==> src/rtl/approx_mul_err_sweeper.sv <==
// Exhaustive sweeper and error checker for a small combinational approximate multiplier.
// Optional first-failure capture is enabled by defining APPROX_FIRST_FAIL_EN.
module approx_mul_err_sweeper #(
  parameter int unsigned IN_W    = 4,
  parameter int unsigned ET      = 8,
  parameter int unsigned DUT_LAT = 0
) (
  input  logic              clk,
  input  logic              rst,
  input  logic              start,
  output logic [IN_W-1:0]   stim,
  input  logic [IN_W-1:0]   approx,
  output logic              busy,
  output logic              done,
  output logic [IN_W-1:0]   max_err,
  output logic [2*IN_W-1:0] sum_err,
  output logic [IN_W:0]     fail_cnt,
  output logic              violation,
  output logic              first_fail_vld,
  output logic [IN_W-1:0]   first_fail_vec
);

  localparam int unsigned OUT_W = IN_W;
  localparam int unsigned N_VEC = 2 ** IN_W;
  localparam int unsigned SUM_W = 2 * IN_W;
  localparam int unsigned HALF  = IN_W / 2;
  localparam int unsigned CNT_W = (DUT_LAT > 0) ? $clog2(DUT_LAT + 1) : 1;

`ifdef APPROX_FIRST_FAIL_EN
  localparam int unsigned PAY_W = OUT_W + IN_W;
`else
  localparam int unsigned PAY_W = OUT_W;
`endif

  typedef enum logic [1:0] {StIdle, StSweep, StDrain, StDone} state_e;

  state_e             state_q;
  logic [IN_W-1:0]    stim_q;
  logic [CNT_W-1:0]   drain_cnt_q;
  logic               busy_q;
  logic               done_q;
  logic               accept;

  logic [OUT_W-1:0]   max_err_q;
  logic [SUM_W-1:0]   sum_err_q;
  logic [IN_W:0]      fail_cnt_q;

  logic               vld0;
  logic [OUT_W-1:0]   exact0;
  logic [PAY_W-1:0]   pay0;
  logic               vld_al;
  logic [PAY_W-1:0]   pay_al;
  logic [OUT_W-1:0]   exact_al;
  logic [OUT_W-1:0]   err;
  logic               err_over;

  assign accept = start && ((state_q == StIdle) || (state_q == StDone));

  // Sweep control; busy/done are registered alongside the state.
  always_ff @(posedge clk or posedge rst) begin
    if (rst) begin
      state_q     <= StIdle;
      stim_q      <= '0;
      drain_cnt_q <= '0;
      busy_q      <= 1'b0;
      done_q      <= 1'b0;
    end else begin
      case (state_q)
        StIdle, StDone: begin
          if (start) begin
            state_q <= StSweep;
            stim_q  <= '0;
            busy_q  <= 1'b1;
            done_q  <= 1'b0;
          end
        end
        StSweep: begin
          if (stim_q == IN_W'(N_VEC - 1)) begin
            state_q     <= StDrain;
            drain_cnt_q <= '0;
          end else begin
            stim_q <= stim_q + IN_W'(1);
          end
        end
        StDrain: begin
          if (drain_cnt_q == CNT_W'(DUT_LAT)) begin
            state_q <= StDone;
            busy_q  <= 1'b0;
            done_q  <= 1'b1;
          end else begin
            drain_cnt_q <= drain_cnt_q + CNT_W'(1);
          end
        end
        default: state_q <= StIdle;
      endcase
    end
  end

  // Exact reference for the vector currently on stim; valid only while sweeping.
  assign vld0   = (state_q == StSweep);
  assign exact0 = OUT_W'(stim_q[HALF-1:0]) * OUT_W'(stim_q[IN_W-1:HALF]);

`ifdef APPROX_FIRST_FAIL_EN
  assign pay0 = {stim_q, exact0};
`else
  assign pay0 = exact0;
`endif

  // Delay the reference so it lines up with the multiplier's output latency.
  generate
    if (DUT_LAT == 0) begin : g_no_delay
      assign vld_al = vld0;
      assign pay_al = pay0;
    end else begin : g_delay
      logic [DUT_LAT-1:0] vld_pipe;
      logic [PAY_W-1:0]   pay_pipe [DUT_LAT];

      always_ff @(posedge clk or posedge rst) begin
        if (rst) begin
          vld_pipe <= '0;
          for (int i = 0; i < DUT_LAT; i++) begin
            pay_pipe[i] <= '0;
          end
        end else begin
          vld_pipe[0] <= vld0;
          pay_pipe[0] <= pay0;
          for (int i = 1; i < DUT_LAT; i++) begin
            vld_pipe[i] <= vld_pipe[i-1];
            pay_pipe[i] <= pay_pipe[i-1];
          end
        end
      end

      assign vld_al = vld_pipe[DUT_LAT-1];
      assign pay_al = pay_pipe[DUT_LAT-1];
    end
  endgenerate

  assign exact_al = pay_al[OUT_W-1:0];
  assign err      = (exact_al >= approx) ? (exact_al - approx) : (approx - exact_al);
  assign err_over = 32'(err) > ET;

  always_ff @(posedge clk or posedge rst) begin
    if (rst) begin
      max_err_q  <= '0;
      sum_err_q  <= '0;
      fail_cnt_q <= '0;
    end else if (accept) begin
      max_err_q  <= '0;
      sum_err_q  <= '0;
      fail_cnt_q <= '0;
    end else if (vld_al) begin
      if (err > max_err_q) begin
        max_err_q <= err;
      end
      sum_err_q <= sum_err_q + SUM_W'(err);
      if (err_over) begin
        fail_cnt_q <= fail_cnt_q + (IN_W + 1)'(1);
      end
    end
  end

`ifdef APPROX_FIRST_FAIL_EN
  logic            ff_vld_q;
  logic [IN_W-1:0] ff_vec_q;

  // Only the earliest failing vector of a sweep is kept.
  always_ff @(posedge clk or posedge rst) begin
    if (rst) begin
      ff_vld_q <= 1'b0;
      ff_vec_q <= '0;
    end else if (accept) begin
      ff_vld_q <= 1'b0;
      ff_vec_q <= '0;
    end else if (vld_al && err_over && !ff_vld_q) begin
      ff_vld_q <= 1'b1;
      ff_vec_q <= pay_al[PAY_W-1:OUT_W];
    end
  end

  assign first_fail_vld = ff_vld_q;
  assign first_fail_vec = ff_vec_q;
`else
  assign first_fail_vld = 1'b0;
  assign first_fail_vec = '0;
`endif

  assign stim      = stim_q;
  assign busy      = busy_q;
  assign done      = done_q;
  assign max_err   = max_err_q;
  assign sum_err   = sum_err_q;
  assign fail_cnt  = fail_cnt_q;
  assign violation = 32'(max_err_q) > ET;

endmodule

==> config.mk <==
export PLATFORM = sky130hd
export DESIGN_NAME = approx_mul_err_sweeper
export DESIGN_NICKNAME = d
export VERILOG_FILES = /design/src/rtl/approx_mul_err_sweeper.sv
export SDC_FILE = /design/constraint.sdc
export NUM_CORES = 1
export LEC_CHECK = 0
export ABC_CLOCK_PERIOD_IN_PS = 4600
export BUFFER_PORTS_ARGS = -buffer_cell sky130_fd_sc_hd__buf_4
export CORE_ASPECT_RATIO = 0.7
export CORE_MARGIN = 2
export CORE_UTILIZATION = 56
export CTS_CLUSTER_SIZE = 24
export DETAILED_ROUTE_END_ITERATION = 10
export GPL_TIMING_DRIVEN = 0
export PLACE_DENSITY = 0.8
export SLEW_MARGIN = 30
export SYNTH_ARGS = -nofsm -noshare
export SYNTH_HDL_FRONTEND = slang
export SYNTH_SLANG_ARGS = --single-unit
export TNS_END_PERCENT = 50
==> constraint.sdc <==
create_clock -name clk -period 4.6 [get_ports clk]
set_input_delay 1.15 -clock clk [delete_from_list [all_inputs] [get_ports clk]]
set_output_delay 1.15 -clock clk [all_outputs]
set_load 0.02 [all_outputs]
==> impl_results.md <==
* Starting Density at 60.2%
* Total power at 1.24 mW
* Post-synth top flop: dfrtp_1
* Reg2Reg Setup Slack at 780 ps
* WL/cell at 13.4 um
* Nets at 290
* CP Launch Point: approx[0]
* Clock sinks at 25
* Ys Warns at 0
* Final wirelength at 4.10 mm
* HPWL Detailed at 3.23 mm
* Seq/Total Area, Yosys at 31.9%
* Pins Over Slew Limit at 0
* Req. time, crit path at 4790 ps
* GP Congestion at 0.849
* Die height at 53.5 um
* Die outline width at 74.7 um
* Initial antenna violation count at 0
* Total grt overflow at 0
* Max stage delay on crit path at 430 ps
* DRC at 0
* DRC violation total after the first TritonRoute iteration at 56
* Startpoint Class: primary input
* Reg2reg end: max_err[1]$_DFFE_PP0P_
* Worst Setup Path Type: in -> reg
* Worst Hold End: done$_DFFE_PP0P_
* Crit-path cells: buf_4 -> ha_1 -> fa_1 -> a21bo_1 -> a221o_2 -> mux2_2 -> inv_1 -> ha_1 -> nor2b_1 -> o31a_1 -> o21ai_0 -> a21o_2 -> o21ai_0 -> a21oi_1
* Vias in the first global route at 1,550
* Hold path startpoint: done$_DFFE_PP0P_
* Post-synth ARST share at 100%
* Cells after synthesis at 221
* Avg Inst Size Synth at 8.87 um^2
* FF-to-FF Start: stim[3]$_DFFE_PP0P_
* ANT cells at 0
* Final setup violation count at 0
* Clock-pin slew on the worst setup and hold paths at 90 ps
* Crit path time final at 3910 ps
* Via density per instance at 5.42
* TritonCTS Buffers at 3
* Via count at 1,657
* Fin crit share at 85.1%
* Cells on worst reg2reg path at 16
* Final setup skew at 5.86 ps
* Max Cap Viol at 0
* IO Port Bufs at 30
* Core outline area at 0.00325 mm^2
* Setup slack after layout at 685 ps
* Pre-CTS setup slack at 467 ps
* Worst hold path class: reg -> reg
* Pwr dens at 538 mW/mm^2
* Post-synth EDFFs at 0
* Hold path depth at 2
* Boundary Pins at 36
* Root Buffer: clkbuf_8
* Total track usage at 22.9%
* Die area at 0.00400 mm^2
* CTS tree: yes
* Detail Route Antenna Nets at 0
* First-pass GRT wire length at 6.96 mm
* CP Capture Type: flop
* Layout cells sized above 1 at 21.2%
* P_leak at 1.17 nW
* CP max stage cell: fa_1
* Largest net degree at the start of global routing at 26
* Worst path top cell family by delay: compound AO/OA/AOI/OAI gates
* Pre-Repair DR Iteration Count at 4
* Clock buffer depth at 2
* Unrepaired setup endpoints after global routing: false
* Area growth syn-to-layout at 17.5%
* CTS resizes at 0
* Worst Path Buf+Inv at 2
* Slew HR at 65.8%
* Postcts setup bufs at 0
* Status: complete, no violations
* Clock latency at the later pin of the worst-skew pair at 270 ps
* CP max FO at 3
* Max Fclk at 255 MHz
* Post-Syn Area at 0.00196 mm^2
* H-tree levels at 1
* Hold Violations, Final at 0
* Yosys reg bits at 25
* Post-synth cell types at 46
* Num rows at 17
* Hold-fix buffers, CTS at 0
* Worst VDD drop at 387 uV
* Worst Path Arrival at 4110 ps
* Worst-Margin Slew at 513 ps
* Setup TNS at 0 ps
## placed cells by master, fill, tap and decap left out, types with 2 or more instances in the layout
cell	netlist	routed
a31o_2	2	2
o22ai_1	2	2
a21o_1	3	3
dfrtp_1	25	25
buf_4	6	36
nor3_1	4	4
mux2_2	3	3
nor2b_1	5	5
and2_1	4	4
nand3_1	8	8
inv_1	22	21
a21oi_1	16	16
xor2_1	6	6
o21ai_0	11	11
and2_4	2	2
clkbuf_8	0	3
nand4_1	4	4
clkbuf_1	5	6
ha_1	20	20
nor2_1	16	16
fa_1	3	3
a211oi_1	4	4
conb_1	1	5
nand2b_1	5	5
nand2_1	19	19
mux2i_1	4	4
## cell usage after synthesis, drive strengths merged, types with 4 or more instances
cell,instances,area [um^2]
xor2,6,52.6
inv,22,82.6
nor2,17,66.3
and2,6,42.5
ha,20,250
o21ai,11,55.1
nand2b,5,31.3
nor3,4,20.0
clkbuf,5,18.8
dfrtp,25,626
a21oi,16,80.1
a211oi,5,42.5
a21o,4,31.3
nand3,8,40.0
nand4,4,25.0
mux2i,5,62.6
nor2b,5,31.3
buf,6,45.0
nand2,19,71.3
## worst reg2reg max path, delay by kind of cell, from the launching register on
family / cells / cell delay, ps
AOI/OAI and AO/OA: 6 / 1270
adders and majority gates: 3 / 840
and+or+nand+nor: 4 / 630
DFF: 1 / 450
muxes: 1 / 310
buffers and inverters: 2 / 270
## report_power, final
| group | internal, mW | switching, mW | leakage, nW |
|---|---|---|---|
| registers | 0.290 | 0.0748 | 0.326 |
| clock network | 0.0620 | 0.0688 | 0.0228 |
| logic | 0.305 | 0.440 | 0.816 |
| total | 0.657 | 0.583 | 1.17 |
## routing by layer
metal  track usage (%)  vias to the layer above  part of all wire [%]
li1                  -                      837                     -
met1              32.3                      773                    51
met2              37.0                       45                    44
met3              4.57                        2                   5.1
met4              4.17                        0                 0.098
met5                 0                        -                     0
## cell type report
class	count	area, um^2
repair buffers	30	225
well taps	47	58.8
flip-flops and latches	25	626
fillers	269	950
plain buffers	11	63.8
multi-input cells	167	1200
inverters	22	82.6
clock buffers	4	45.0
## through the flow
stage	hold WS [ps]	area [um^2]	instances	utilization (%)
2_1_floorplan	471	1980	225	-
3_3_place_gp	511	2260	302	69.4
3_5_place_dp	509	2260	302	69.4
4_1_cts	531	2300	306	70.8
5_1_grt	573	2300	306	70.8
6_report	534	2300	306	70.8
## cells by family after synthesis
kind of cell	count (synthesis)	share of synthesized area [%]
XOR/XNOR	7	3.13
adder cells (fa/ha/maj)	23	15.8
multiplexers	8	4.91
AO/OA/AOI/OAI	51	17.9
other	1	0.191
buffers and inverters	33	7.47
flip-flops	25	31.9
AND/OR/NAND/NOR	73	18.6
## registers in the layout (all words and copies together) (netlist names)
| register | count |
|---|---|
| sum_err | 8 |
| fail_cnt | 5 |
| max_err | 4 |
| stim | 4 |
| state_q | 2 |
| busy | 1 |
| done | 1 |
## how the worst max path moves through the flow
stage | to | slack (ps) | depth (start not counted)
after floorplan | max_err[2]$_DFFE_PP0P_ | 820 | 13
after global placement | max_err[2]$_DFFE_PP0P_ | 490 | 14
after detailed placement | max_err[2]$_DFFE_PP0P_ | 470 | 14
after CTS | max_err[2]$_DFFE_PP0P_ | 720 | 14
after global routing | max_err[1]$_DFFE_PP0P_ | 520 | 14
final | max_err[1]$_DFFE_PP0P_ | 690 | 14
Power figures use the tool's default switching activity.
